===== src/rtl/spi_pkg.sv =====
// Shared types and constants for the SPI slave receive path.
// The optional idle timeout in spi_slave_rx is enabled by the SPI_SLAVE_RX_TIMEOUT_EN macro.
package spi_pkg;

   localparam int SS_W = 2;

   typedef logic [7:0] byte_t;

   typedef enum logic {
      IDLE  = 1'b0,
      SHIFT = 1'b1
   } rx_state_e;

endpackage


===== src/rtl/spi_bus_if.sv =====
// SPI bus bundle between a master and its slaves: serial clock, data and a
// binary-coded slave-select field.
interface SPIbus;

   logic                      sck;
   logic                      mosi;
   logic [spi_pkg::SS_W-1:0]  ss;

   modport Master (output sck, output mosi, output ss);
   modport Slave  (input sck, input mosi, input ss);

endinterface


===== src/rtl/spi_rx_fifo.sv =====
// Small synchronous FIFO for received bytes. A push into a full FIFO is
// accepted only if a pop happens in the same cycle; a pop from an empty FIFO
// is ignored. DEPTH must be a power of two so the pointers wrap naturally.
module spi_rx_fifo #(
   parameter int DEPTH = 4,
   parameter int WIDTH = 8
) (
   input  logic                         Clk_i,
   input  logic                         Rst_ni,
   input  logic                         push_i,
   input  logic [WIDTH-1:0]             data_i,
   input  logic                         pop_i,
   output logic [WIDTH-1:0]             data_o,
   output logic                         full_o,
   output logic                         empty_o,
   output logic [$clog2(DEPTH+1)-1:0]   count_o
);

   localparam int PTR_W = (DEPTH > 1) ? $clog2(DEPTH) : 1;
   localparam int CNT_W = $clog2(DEPTH + 1);

   logic [WIDTH-1:0] mem_q [DEPTH];
   logic [WIDTH-1:0] mem_d [DEPTH];
   logic [PTR_W-1:0] wr_ptr_q, wr_ptr_d;
   logic [PTR_W-1:0] rd_ptr_q, rd_ptr_d;
   logic [CNT_W-1:0] count_q, count_d;
   logic             push_ok;
   logic             pop_ok;

   assign full_o  = (count_q == CNT_W'(DEPTH));
   assign empty_o = (count_q == '0);
   assign push_ok = push_i & (~full_o | pop_i);
   assign pop_ok  = pop_i & ~empty_o;
   assign data_o  = mem_q[rd_ptr_q];
   assign count_o = count_q;

   // Next-state for storage, pointers and occupancy
   always_comb begin
      mem_d    = mem_q;
      wr_ptr_d = wr_ptr_q;
      rd_ptr_d = rd_ptr_q;
      count_d  = count_q;
      if (push_ok) begin
         mem_d[wr_ptr_q] = data_i;
         wr_ptr_d        = wr_ptr_q + PTR_W'(1);
      end
      if (pop_ok) begin
         rd_ptr_d = rd_ptr_q + PTR_W'(1);
      end
      case ({push_ok, pop_ok})
         2'b10:   count_d = count_q + CNT_W'(1);
         2'b01:   count_d = count_q - CNT_W'(1);
         default: count_d = count_q;
      endcase
   end

   // FIFO register state, cleared to empty with zeroed storage on reset
   always_ff @(posedge Clk_i or negedge Rst_ni) begin
      if (!Rst_ni) begin
         for (int i = 0; i < DEPTH; i++) begin
            mem_q[i] <= '0;
         end
         wr_ptr_q <= '0;
         rd_ptr_q <= '0;
         count_q  <= '0;
      end else begin
         mem_q    <= mem_d;
         wr_ptr_q <= wr_ptr_d;
         rd_ptr_q <= rd_ptr_d;
         count_q  <= count_d;
      end
   end

endmodule


===== src/rtl/spi_slave_rx.sv =====
// SPI slave receiver: synchronizes the bus into Clk_i, assembles LSB-first
// bytes while selected, and queues them in a receive FIFO with sticky overrun.
// Define SPI_SLAVE_RX_TIMEOUT_EN to discard a partial byte after IDLE_TO
// Clk_i cycles without an sck rise.
module spi_slave_rx
   import spi_pkg::*;
#(
   parameter logic [SS_W-1:0] SLAVE_ID   = 2'd0,
   parameter int              FIFO_DEPTH = 4,
   parameter logic [7:0]      IDLE_TO    = 8'd32
) (
   input  logic                                Clk_i,
   input  logic                                Rst_ni,
   SPIbus.Slave                                Spis,
   output logic [7:0]                          Data_o,
   output logic                                Valid_o,
   input  logic                                Ready_i,
   output logic [$clog2(FIFO_DEPTH+1)-1:0]     Count_o,
   output logic                                Overrun_o,
   input  logic                                Clr_i
);

   logic [2:0]            sck_sync_q, sck_sync_d;
   logic [1:0]            mosi_sync_q, mosi_sync_d;
   logic [1:0][SS_W-1:0]  ss_sync_q, ss_sync_d;

   rx_state_e             state_q, state_d;
   logic [2:0]            bitcnt_q, bitcnt_d;
   byte_t                 rx_q, rx_d;
   logic                  overrun_q, overrun_d;

   logic                  rise;
   logic                  selected;
   byte_t                 rx_shift;
   logic                  push;
   logic                  fifo_full;
   logic                  fifo_empty;

   assign rise     = sck_sync_q[1] & ~sck_sync_q[2];
   assign selected = (ss_sync_q[1] == SLAVE_ID);
   assign rx_shift = {mosi_sync_q[1], rx_q[7:1]};

`ifdef SPI_SLAVE_RX_TIMEOUT_EN
   logic [7:0] idle_cnt_q, idle_cnt_d;
   logic       idle_timeout;

   assign idle_timeout = ({1'b0, idle_cnt_q} + 9'd1) >= {1'b0, IDLE_TO};
`else
   logic unused_idle_to;

   assign unused_idle_to = ^IDLE_TO;
`endif

   // Shift each bus signal one stage further down its synchronizer chain
   always_comb begin
      sck_sync_d  = {sck_sync_q[1:0], Spis.sck};
      mosi_sync_d = {mosi_sync_q[0], Spis.mosi};
      ss_sync_d   = {ss_sync_q[0], Spis.ss};
   end

   // Byte assembly FSM: capture bits on qualifying rises, push on the eighth
   always_comb begin
      state_d  = state_q;
      bitcnt_d = bitcnt_q;
      rx_d     = rx_q;
      push     = 1'b0;
`ifdef SPI_SLAVE_RX_TIMEOUT_EN
      idle_cnt_d = idle_cnt_q;
`endif
      case (state_q)
         IDLE: begin
`ifdef SPI_SLAVE_RX_TIMEOUT_EN
            idle_cnt_d = '0;
`endif
            if (rise && selected) begin
               rx_d     = rx_shift;
               bitcnt_d = 3'd1;
               state_d  = SHIFT;
            end
         end
         SHIFT: begin
            if (!selected) begin
               rx_d     = '0;
               bitcnt_d = '0;
               state_d  = IDLE;
            end else if (rise) begin
               rx_d = rx_shift;
`ifdef SPI_SLAVE_RX_TIMEOUT_EN
               idle_cnt_d = '0;
`endif
               if (bitcnt_q == 3'd7) begin
                  push     = 1'b1;
                  bitcnt_d = '0;
                  state_d  = IDLE;
               end else begin
                  bitcnt_d = bitcnt_q + 3'd1;
               end
`ifdef SPI_SLAVE_RX_TIMEOUT_EN
            end else if (idle_timeout) begin
               rx_d       = '0;
               bitcnt_d   = '0;
               idle_cnt_d = '0;
               state_d    = IDLE;
            end else begin
               idle_cnt_d = idle_cnt_q + 8'd1;
`endif
            end
         end
         default: begin
            state_d = IDLE;
         end
      endcase
   end

   // Sticky overrun: a dropped byte sets it, and setting beats a clear
   always_comb begin
      overrun_d = overrun_q;
      if (Clr_i) begin
         overrun_d = 1'b0;
      end
      if (push && fifo_full && !Ready_i) begin
         overrun_d = 1'b1;
      end
   end

   // Synchronizer, FSM and overrun registers
   always_ff @(posedge Clk_i or negedge Rst_ni) begin
      if (!Rst_ni) begin
         sck_sync_q  <= '0;
         mosi_sync_q <= '0;
         ss_sync_q   <= '0;
         state_q     <= IDLE;
         bitcnt_q    <= '0;
         rx_q        <= '0;
         overrun_q   <= 1'b0;
`ifdef SPI_SLAVE_RX_TIMEOUT_EN
         idle_cnt_q  <= '0;
`endif
      end else begin
         sck_sync_q  <= sck_sync_d;
         mosi_sync_q <= mosi_sync_d;
         ss_sync_q   <= ss_sync_d;
         state_q     <= state_d;
         bitcnt_q    <= bitcnt_d;
         rx_q        <= rx_d;
         overrun_q   <= overrun_d;
`ifdef SPI_SLAVE_RX_TIMEOUT_EN
         idle_cnt_q  <= idle_cnt_d;
`endif
      end
   end

   spi_rx_fifo #(
      .DEPTH (FIFO_DEPTH),
      .WIDTH (8)
   ) u_fifo (
      .Clk_i   (Clk_i),
      .Rst_ni  (Rst_ni),
      .push_i  (push),
      .data_i  (rx_shift),
      .pop_i   (Ready_i),
      .data_o  (Data_o),
      .full_o  (fifo_full),
      .empty_o (fifo_empty),
      .count_o (Count_o)
   );

   assign Valid_o   = ~fifo_empty;
   assign Overrun_o = overrun_q;

endmodule

===== src/flat_wrapper.sv =====
// flat-port wrapper written by rule: the top's interface ports become plain ports
module spi_slave_rx_flat import spi_pkg::*;
#(
   parameter logic [SS_W-1:0] SLAVE_ID   = 2'd0,
   parameter int              FIFO_DEPTH = 4,
   parameter logic [7:0]      IDLE_TO    = 8'd32
)
  (Clk_i, Rst_ni, Data_o, Valid_o, Ready_i, Count_o, Overrun_o, Clr_i, Spis_sck, Spis_mosi, Spis_ss);
  SPIbus Spis_i ();
  input  logic Clk_i;
  input  logic Rst_ni;
  output logic [7:0] Data_o;
  output logic Valid_o;
  input  logic Ready_i;
  output logic [$clog2(FIFO_DEPTH+1)-1:0] Count_o;
  output logic Overrun_o;
  input  logic Clr_i;
  input wire logic [$bits(Spis_i.sck)-1:0] Spis_sck;
  input wire logic [$bits(Spis_i.mosi)-1:0] Spis_mosi;
  input wire logic [$bits(Spis_i.ss)-1:0] Spis_ss;
  assign Spis_i.sck = Spis_sck;
  assign Spis_i.mosi = Spis_mosi;
  assign Spis_i.ss = Spis_ss;
  spi_slave_rx #(.SLAVE_ID(SLAVE_ID), .FIFO_DEPTH(FIFO_DEPTH), .IDLE_TO(IDLE_TO)) u_core (.Clk_i(Clk_i), .Rst_ni(Rst_ni), .Spis(Spis_i), .Data_o(Data_o), .Valid_o(Valid_o), .Ready_i(Ready_i), .Count_o(Count_o), .Overrun_o(Overrun_o), .Clr_i(Clr_i));
endmodule

===== config.mk =====
export PLATFORM = sky130hd
export DESIGN_NAME = spi_slave_rx_flat
export DESIGN_NICKNAME = d
export VERILOG_FILES = /design/src/rtl/spi_pkg.sv /design/src/rtl/spi_bus_if.sv /design/src/rtl/spi_rx_fifo.sv /design/src/rtl/spi_slave_rx.sv /design/src/flat_wrapper.sv
export SDC_FILE = /design/constraint.sdc
export NUM_CORES = 1
export LEC_CHECK = 0
export CORE_ASPECT_RATIO = 1.1
export CORE_UTILIZATION = 31
export CTS_CLUSTER_DIAMETER = 150
export DETAILED_ROUTE_END_ITERATION = 6
export GPL_TIMING_DRIVEN = 0
export PLACE_DENSITY = 0.53
export SETUP_SLACK_MARGIN = 0.02
export SLEW_MARGIN = 10
export SYNTH_ARGS = -nofsm -noshare
export SYNTH_HDL_FRONTEND = slang
export SYNTH_SLANG_ARGS = --single-unit

===== constraint.sdc =====
create_clock -name Clk_i -period 2.8 [get_ports Clk_i]
set_input_delay 0.42 -clock Clk_i [delete_from_list [all_inputs] [get_ports Clk_i]]
set_output_delay 0.42 -clock Clk_i [all_outputs]
set_load 0.01 [all_outputs]

# After elaboration in Yosys (flattened, before gate mapping)
# Index checks and enable logic that the tools add are counted.
# word_totals
ff_bits,61
out_inout_bits,13
# op_classes
add_sub_neg,5
n_lt_le_gt_ge,3
n_eq_ne,6
muxes,27
bitwise_logic,10
reduce_logical,10
# op_table
op,count
$mux W8,6
$bwmux W32,1
$bmux W8 S2,1
$demux W8 S2,1
$pmux W8 S2,1
$mux W3,4
$pmux W3 S2,2
$mux W1,10
$add A3 B1 Y3 const B,2
$eq A3 B3 Y1 const B,2
$ge A3 B3 Y1 const B,2
$not A2 Y3,2
$add A2 B1 Y2 const B,2
$logic_and A1 B1 Y1,4
$not A1 Y1,4
$reduce_bool A2 Y1,2
$and A1 B1 Y1,3
$logic_not A3 Y1,1
$lt A3 B1 Y1 const B,1
$ne A3 B3 Y1 const B,1
$sub A3 B1 Y3 const B,1
$eq A2 B1 Y1 const B,1
$eq A2 B2 Y1 const B,1
$logic_not A2 Y1,1
other kinds (5),5

# Longest topological paths before layout
# Gate-level depths: netlist of run 1.
# depth
ltp_word,8
depth_mapped,11

# Hierarchy
# A second synthesis of run 1 with hierarchy kept.
# hier_totals
hier_cells,162
area_unflattened_um2,2544.9
# by_module_without_submodules
mod,n_inst,cells_each,area_each_um2,seq_area_each_um2
spi_rx_fifo,1,115,1801.7,975.9
spi_slave_rx,1,47,743.2,525.5

# Worst setup path before layout of run 1
# OpenSTA, ideal clock, no wires.
# synth_path
kind,reg2reg
from,register u_core.u_fifo.count_q[0] (netlist: u_core.u_fifo.count_o[0])
to,register u_core.u_fifo.count_q[2] (netlist: u_core.u_fifo.count_o[2])
arrival_time_ns,2.177
slack_ns,0.544
path_stages_with_launch,10
n_path_buf,1
path_cell_list,dfrtp_1 or4b_4 buf_6 nand3_2 ha_1 inv_1 fa_1 xor2_1 nor2_1 xor2_1
# synth_between
elab_chain_cells,6
word_cells_on_any_way,13
# synth_rtl
element,line_no,text
start: declaration,spi_rx_fifo.sv:26,"logic [CNT_W-1:0] count_q, count_d;"
start signal: assignment,spi_rx_fifo.sv:70,count_q <= count_d;
$eq A3 B3 Y1,spi_rx_fifo.sv:30,assign full_o = (count_q == CNT_W'(DEPTH));
$not A1 Y1,spi_rx_fifo.sv:32,assign push_ok = push_i & (~full_o | pop_i);
$or A1 B1 Y1,spi_rx_fifo.sv:32,
$and A1 B1 Y1,spi_rx_fifo.sv:32,
$eq A2 B1 Y1 or $eq A2 B2 Y1 (tied branches),spi_rx_fifo.sv:50,"case ({push_ok, pop_ok})"
$pmux W3 S2 or $reduce_bool A2 Y1 (tied branches),n/a,
# Parallel ways exist; a longest one is shown, timed or not.
# A chain may end at the register's enable or synchronous reset.

# Final worst setup path of run 1
# layout_path
from,register u_core.u_fifo.rd_ptr_q[1]
to,output Data_o[2]
# layout_between
elab_chain_cells,4
# layout_rtl
element,line_no,text
start: declaration,spi_rx_fifo.sv:25,"logic [PTR_W-1:0] rd_ptr_q, rd_ptr_d;"
start signal: assignment,spi_rx_fifo.sv:69,rd_ptr_q <= rd_ptr_d;
$not A2 Y3 (not written as such),spi_rx_fifo.sv:34,assign data_o = mem_q[rd_ptr_q];
$bmux W8 S2,spi_rx_fifo.sv:34,
$mux W8 (not written as such) (2 in a row),spi_rx_fifo.sv:34,
end: declaration,flat_wrapper.sv:12,output logic [7:0] Data_o;
# Every way passes these cells. The select of a mux whose other input is x is not followed.

==> results of run 1 <==
path summary, 6_finish.rpt:
kind | startpoint | end | slack (ns) | cells past startpoint
min in group Clk_i | u_core.mosi_sync_q[0] | u_core.mosi_sync_q[1] | 0.35 | 0
min | Rst_ni | u_core.u_fifo.mem_q[8] | 0.16 | 1
max | u_core.u_fifo.rd_ptr_q[1] | Data_o[2] | 0.31 | 3
max reg2reg | u_core.bitcnt_q[0] | u_core.u_fifo.count_o[2] | 0.40 | 11
min reg2reg | u_core.mosi_sync_q[0] | u_core.mosi_sync_q[1] | 0.35 | 0
max in group asynchronous | Rst_ni | u_core.u_fifo.mem_q[6] | 2.15 | 1
worst max-delay path: stages, from the launching register on:
cell and delay (ns):
dfrtp_1 0.32, buf_1 0.50, mux4_2 0.42, clkdlybuf4s50_1 0.50
layout make-up:
cell class / count / share of cell area
flip-flops and latches: 60 / 0.478
multi-input cells: 88 / 0.323
repair buffers: 20 / 0.0629
clock buffers: 12 / 0.0525
well taps: 108 / 0.0430
clock inverters: 4 / 0.0223
plain buffers: 6 / 0.0119
inverters: 6 / 0.00716
per-stage QoR:
step / utilization / setup WS, ns / hold slack, ns / instance area [um2] / std cells
finish: 0.393 / 0.314 / 0.161 / 3140 / 304
floorplan: - / 0.544 / 0.124 / 2580 / 160
CTS: 0.393 / 0.266 / 0.190 / 3140 / 304
detailed placement: 0.364 / 0.105 / 0.336 / 2910 / 288
global placement: 0.364 / -0.739 / 0.332 / 2910 / 288
global route: 0.393 / 0.182 / 0.213 / 3140 / 304
Yosys cell counts:
cell	number	area share
xnor2_1	3	0.010
or3_1	1	0.0024
mux2_2	31	0.14
buf_4	1	0.0029
nand3_2	1	0.0039
a21oi_1	2	0.0039
a211oi_1	1	0.0029
ha_1	7	0.034
nand2_1	2	0.0029
o31a_1	1	0.0034
or2_2	1	0.0024
a32o_1	2	0.0078
fa_1	1	0.0078
o22ai_1	1	0.0024
inv_1	6	0.0087
and2_1	1	0.0024
mux2i_1	2	0.0078
mux4_2	8	0.070
xor2_1	3	0.010
a22o_1	7	0.024
o21ai_0	1	0.0019
mux2_1	2	0.0087
nand4_4	4	0.033
buf_6	1	0.0044
buf_1	1	0.0015
nor4b_1	1	0.0034
nor2_1	2	0.0029
dfrtp_1	60	0.58
or4b_4	1	0.0053
nor2b_1	2	0.0049
buf_2	3	0.0058
power by group through the flow:
stage	logic, W	registers (W)	clock network (W)
2_1_floorplan	0.000241	0.000991	0
3_3_place_gp	0.000388	0.000991	0
3_5_place_dp	0.000390	0.000991	0
4_1_cts	0.000391	0.000975	0.000921
5_1_grt	0.000417	0.000986	0.000959
6_report	0.000375	0.000975	0.000900
metal layers:
| metal | part of all wire | vias to the layer above |
|---|---|---|
| met2 | 0.47 | 23 |
| met3 | 0.035 | 8 |
| met4 | 0.019 | 0 |
| li1 | - | 653 |
| met5 | 0 | - |
| met1 | 0.48 | 675 |
cells by family after synthesis:
| family | synth area share |
|---|---|
| buffers and inverters | 0.0233 |
| and+or+nand+nor | 0.0636 |
| DFF | 0.583 |
| xor gates and xnor gates | 0.0204 |
| muxes | 0.222 |
| adders and majority gates | 0.0418 |
| AOI/OAI and AO/OA | 0.0461 |
registers in the layout, summed over array words and instances, names as in the netlist:
signal                  count
u_core.Overrun_o            1
u_core.bitcnt_q             3
u_core.mosi_sync_q          2
u_core.rx_q                 7
u_core.sck_sync_q           3
u_core.ss_sync_d            2
u_core.ss_sync_q            2
u_core.state_q              1
u_core.u_fifo.count_o       3
u_core.u_fifo.mem_q        32
u_core.u_fifo.rd_ptr_q      2
u_core.u_fifo.wr_ptr_q      2
layout by cell type (no fill, tap or decap), types with 4 or more instances in the layout:
master            n
a22o_1            7
clkbuf_8         12
clkdlybuf4s50_1  19
dfrtp_1          60
ha_1              7
inv_1             6
mux2_2           31
mux4_2            8
nand4_4           4
==> flow_metrics.py, run 1 <==
metrics = {
    "status": {
        "status": "finished, final reports clean",
    },
    "route": {
        "drc_errors": 0,
        "drt_iter0_markers": 60,
        "dr_total_vias": 1359,
        "dr.pass1.iters": 4,
        "wl_per_cell_um": 14.7,
        "vias_per_cell": 4.47,
        "drt-total-wl_um": 4460,
        "postRouteAntennaNets": 0,
    },
    "setup_path": {
        "crit_required_ns": 2.38,
        "path_max_fanout": 9,
        "arrival_ns": 2.07,
        "critical_path_class": "reg -> out",
        "end_kind": "output port",
        "crit_path_start_kind": "register",
    },
    "timing": {
        "fin_setup_tns_ns": 0,
        "grt_setup_unrepaired": "no",
        "skew_ns": 0.00805,
        "fin_crit_ns": 2.49,
        "worst_pin_slew_ns": 0.754,
        "fmaxAchievable_mhz": 402,
        "drv_slew": 0,
        "slew_headroom": 0.497,
        "min_period_over_period": 0.888,
        "setup_viol": 0,
        "hold_viol_final": 0,
    },
    "floorplanning": {
        "num_io_pins": 21,
        "fp.dieW_um": 88.9,
        "core_area_um2": 8000,
        "start_util": 0.322,
        "die-area_um2": 8680,
        "rows": 34,
        "chipHeight_um": 97.6,
    },
    "logic_synthesis": {
        "synth-seq-area-share": 0.583,
        "ys_types": 31,
        "synth-seq-cells": 60,
        "avgSynthCellArea_um2": 16.1,
        "synth_nets": 176,
        "syn_area_um2": 2580,
        "syn_inst": 160,
        "yosysWarnings": 0,
    },
    "placement": {
        "io_buffer_count": 20,
        "gp_congestion": 0.663,
        "hpwl_um": 2800,
    },
    "grt": {
        "grt_max_degree": 61,
        "busiest_layer": "met2",
        "use_met1": 0.155,
        "grt_pass1_wl_um": 7620,
        "antenna_found_initial": 0,
        "gr-total-overflow": 0,
        "use_met2": 0.186,
        "grt_pass1_vias": 1456,
        "grt_use_met3": 0.0382,
        "grt_usage": 0.121,
    },
    "pwr": {
        "power_leakage_nw": 1.45,
        "power_frac_seq": 0.433,
        "swShare": 0.253,
        "clock_power_share": 0.400,
        "p_int_w": 0.00168,
        "switching_power_w": 0.000570,
        "p_comb_frac": 0.167,
        "power_w": 0.00225,
        "power.density_nw_per_um2": 716,
        "ir_worst_vdd_v": 0.000297,
    },
    "layout": {
        "nFillCells": 794,
        "nets": 207,
        "seqCellArea_um2": 1500,
        "antennaDiodeCount": 0,
        "areaGrowthSynthToFinish_pct": 22.0,
        "multiInputGateArea_um2": 1010,
        "drive_gt1_frac": 0.347,
    },
    "clocking": {
        "hold_buffers": 0,
        "ctsResizeCount": 0,
        "cts_tree": "done",
        "cts.htree.levels": 3,
        "clk_latency_ns": 0.34,
        "cts_setup_buffers": 0,
        "path_clk_slew_ns": 0.06,
        "cts_sinks": 60,
        "root_buffer": "clkbuf_8",
        "cts-buffers-inserted": 9,
        "clock_path_buffers": 2,
    },
    "run": {
        "max_cap_viol_count": 0,
    },
    "hold_path": {
        "min_path_type": "in -> async",
    },
}
No activity file was read; power rests on OpenSTA's default activity.
==> run 2: changes to the inputs <==
--- a/config.mk
+++ b/config.mk
@@ -6,9 +6,11 @@
 export NUM_CORES = 1
 export LEC_CHECK = 0
 export CORE_ASPECT_RATIO = 1.1
+export CORE_MARGIN = 8
 export CORE_UTILIZATION = 31
 export CTS_CLUSTER_DIAMETER = 150
 export DETAILED_ROUTE_END_ITERATION = 6
+export GPL_ROUTABILITY_DRIVEN = 1
 export GPL_TIMING_DRIVEN = 0
 export PLACE_DENSITY = 0.53
 export SETUP_SLACK_MARGIN = 0.02
==> flow_metrics.py, run 2 (synthesized netlist as in run 1, its figures left out) <==
metrics = {
    "status": {
        "status": "finished, final reports clean",
    },
    "layout": {
        "nets": 207,
        "areaGrowthSynthToFinish_pct": 21.8,
        "layout_commonest_cell": "dfrtp_1",
        "fin_cells": 307,
        "largest_reg_flops": 32,
        "drive_gt1_frac": 0.347,
        "nFillCells": 836,
        "antennaDiodeCount": 0,
        "final_cell_mix": "dfrtp_1 (60), mux2_2 (31), clkdlybuf4s50_1 (19)",
        "largestRegisters": "u_core.u_fifo.mem_q: 32 flops, u_core.rx_q: 7 flops",
        "design_area_um2": 3140,
        "regMostFlops": "u_core.u_fifo.mem_q",
    },
    "grt": {
        "grt_pass1_vias": 1464,
        "grt_max_degree": 61,
        "grt_pass1_wl_um": 7640,
        "use_met1": 0.116,
        "grt_usage": 0.0899,
        "grt_use_met3": 0.0300,
        "use_met2": 0.129,
        "gr-total-overflow": 0,
        "antenna_found_initial": 0,
        "busiest_layer": "met2",
    },
    "setup_path": {
        "crit_path_end": "Data_o[2]",
        "cp_slowest_stage_delay_ns": 0.50,
        "r2r-end": "u_core.u_fifo.count_o[2]",
        "rr_worst_depth": 11,
        "worstPathCellList": "buf_1, mux4_2, clkdlybuf4s50_1",
        "critical_path_class": "reg -> out",
        "r2r_start": "u_core.bitcnt_q[0]",
        "arrival_ns": 2.07,
        "path_max_fanout": 9,
        "end_kind": "output port",
        "crit_path_start_kind": "register",
        "cp_slowest_cell": "clkdlybuf4s50_1",
        "critPathLaunch": "u_core.u_fifo.rd_ptr_q[1]",
        "worst-r2r-setup-slack_ns": 0.42,
        "crit_required_ns": 2.38,
    },
    "clocking": {
        "hold_buffers": 0,
        "cts_setup_buffers": 0,
        "cts-buffers-inserted": 9,
        "root_buffer": "clkbuf_8",
        "ctsResizeCount": 0,
        "path_clk_slew_ns": 0.07,
        "clk_latency_ns": 0.33,
        "clock_path_buffers": 2,
        "cts.htree.levels": 3,
        "cts_sinks": 60,
        "cts_tree": "done",
    },
    "pwr": {
        "clock_power_share": 0.390,
        "swShare": 0.264,
        "switching_power_w": 0.000586,
        "power.density_nw_per_um2": 706,
        "p_comb_frac": 0.170,
        "power_frac_seq": 0.440,
        "ir_worst_vdd_v": 0.000263,
        "p_int_w": 0.00163,
        "power_leakage_nw": 1.43,
    },
    "route": {
        "postRouteAntennaNets": 0,
        "vias_per_cell": 4.53,
        "dr.pass1.iters": 5,
        "drt_iter0_markers": 46,
        "drt-total-wl_um": 4550,
        "dr_total_vias": 1392,
        "wl_per_cell_um": 14.8,
        "drc_errors": 0,
    },
    "timing": {
        "grt_setup_unrepaired": "no",
        "fin_setup_tns_ns": 0,
        "setup_viol": 0,
        "min_period_over_period": 0.890,
        "hold_ws_ns": 0.157,
        "hold_viol_final": 0,
        "slew_headroom": 0.489,
        "worst_pin_slew_ns": 0.766,
        "drv_slew": 0,
        "fmaxAchievable_mhz": 401,
        "layout_setup_ws_ns": 0.308,
        "fin_crit_ns": 2.49,
        "skew_ns": 0.00815,
    },
    "placement": {
        "hpwl_um": 2940,
        "pre_cts_slack_ns": 0.0979,
        "gp_congestion": 0.671,
        "dpl-instance-area_um2": 2910,
        "io_buffer_count": 20,
        "placed_cells": 291,
    },
    "floorplanning": {
        "die-area_um2": 11500,
        "core_area_um2": 8230,
        "fp.dieW_um": 103,
        "rows": 35,
        "num_io_pins": 21,
        "chipHeight_um": 112,
        "start_util": 0.313,
    },
    "hold_path": {
        "min_path_type": "in -> async",
    },
    "run": {
        "max_cap_viol_count": 0,
    },
}
-- run 2: worst min-delay path by stage --
stage / start / to / slack (ns) / cells past startpoint
floorplan: Rst_ni / u_core.Overrun_o / 0.12 / 0
global placement: u_core.ss_sync_d[2] / u_core.ss_sync_q[2] / 0.33 / 0
detailed placement: u_core.mosi_sync_q[0] / u_core.mosi_sync_q[1] / 0.33 / 0
CTS: Rst_ni / u_core.u_fifo.mem_q[30] / 0.18 / 1
global route: Rst_ni / u_core.u_fifo.mem_q[22] / 0.22 / 1
finish: Rst_ni / u_core.u_fifo.mem_q[22] / 0.16 / 1
-- run 2: per-layer routing --
| metal | up-vias | wire length [um] | part of all wire |
|---|---|---|---|
| met4 | 0 | 66 | 0.014 |
| met2 | 22 | 2140 | 0.47 |
| met3 | 7 | 156 | 0.034 |
| met5 | - | 0 | 0 |
| li1 | 650 | - | - |
| met1 | 713 | 2190 | 0.48 |
-- run 2: power groups by stage --
stage | sequential [W] | combinational, W | clock [W]
after floorplan | 0.000991 | 0.000241 | 0
after global placement | 0.000994 | 0.000386 | 0
after detailed placement | 0.000994 | 0.000392 | 0
after CTS | 0.000977 | 0.000393 | 0.000896
after global routing | 0.000987 | 0.000416 | 0.000942
final | 0.000976 | 0.000377 | 0.000864
-- run 2: final cells by class --
class / instances / area, um2 / area share
well taps: 111 / 139 / 0.0443
plain buffers: 6 / 37.5 / 0.0120
multi-input cells: 88 / 1010 / 0.323
clock buffers: 10 / 138 / 0.0439
inverters: 6 / 22.5 / 0.00718
flip-flops and latches: 60 / 1500 / 0.478
clock inverters: 6 / 87.6 / 0.0279
repair buffers: 20 / 198 / 0.0630
-- run 2: worst max-delay path, delay by kind of cell, from the launching register on --
| family | cells | cell delay [ns] |
|---|---|---|
| buffers and inverters | 2 | 0.99 |
| flip-flops | 1 | 0.32 |
| multiplexers | 1 | 0.43 |
-- run 2: stage by stage --
stage                     utilization  total power [W]
final                           0.381          0.00222
after global routing            0.381          0.00234
after CTS                       0.381          0.00227
after detailed placement        0.354          0.00139
after global placement          0.354          0.00138
after floorplan                     -          0.00123
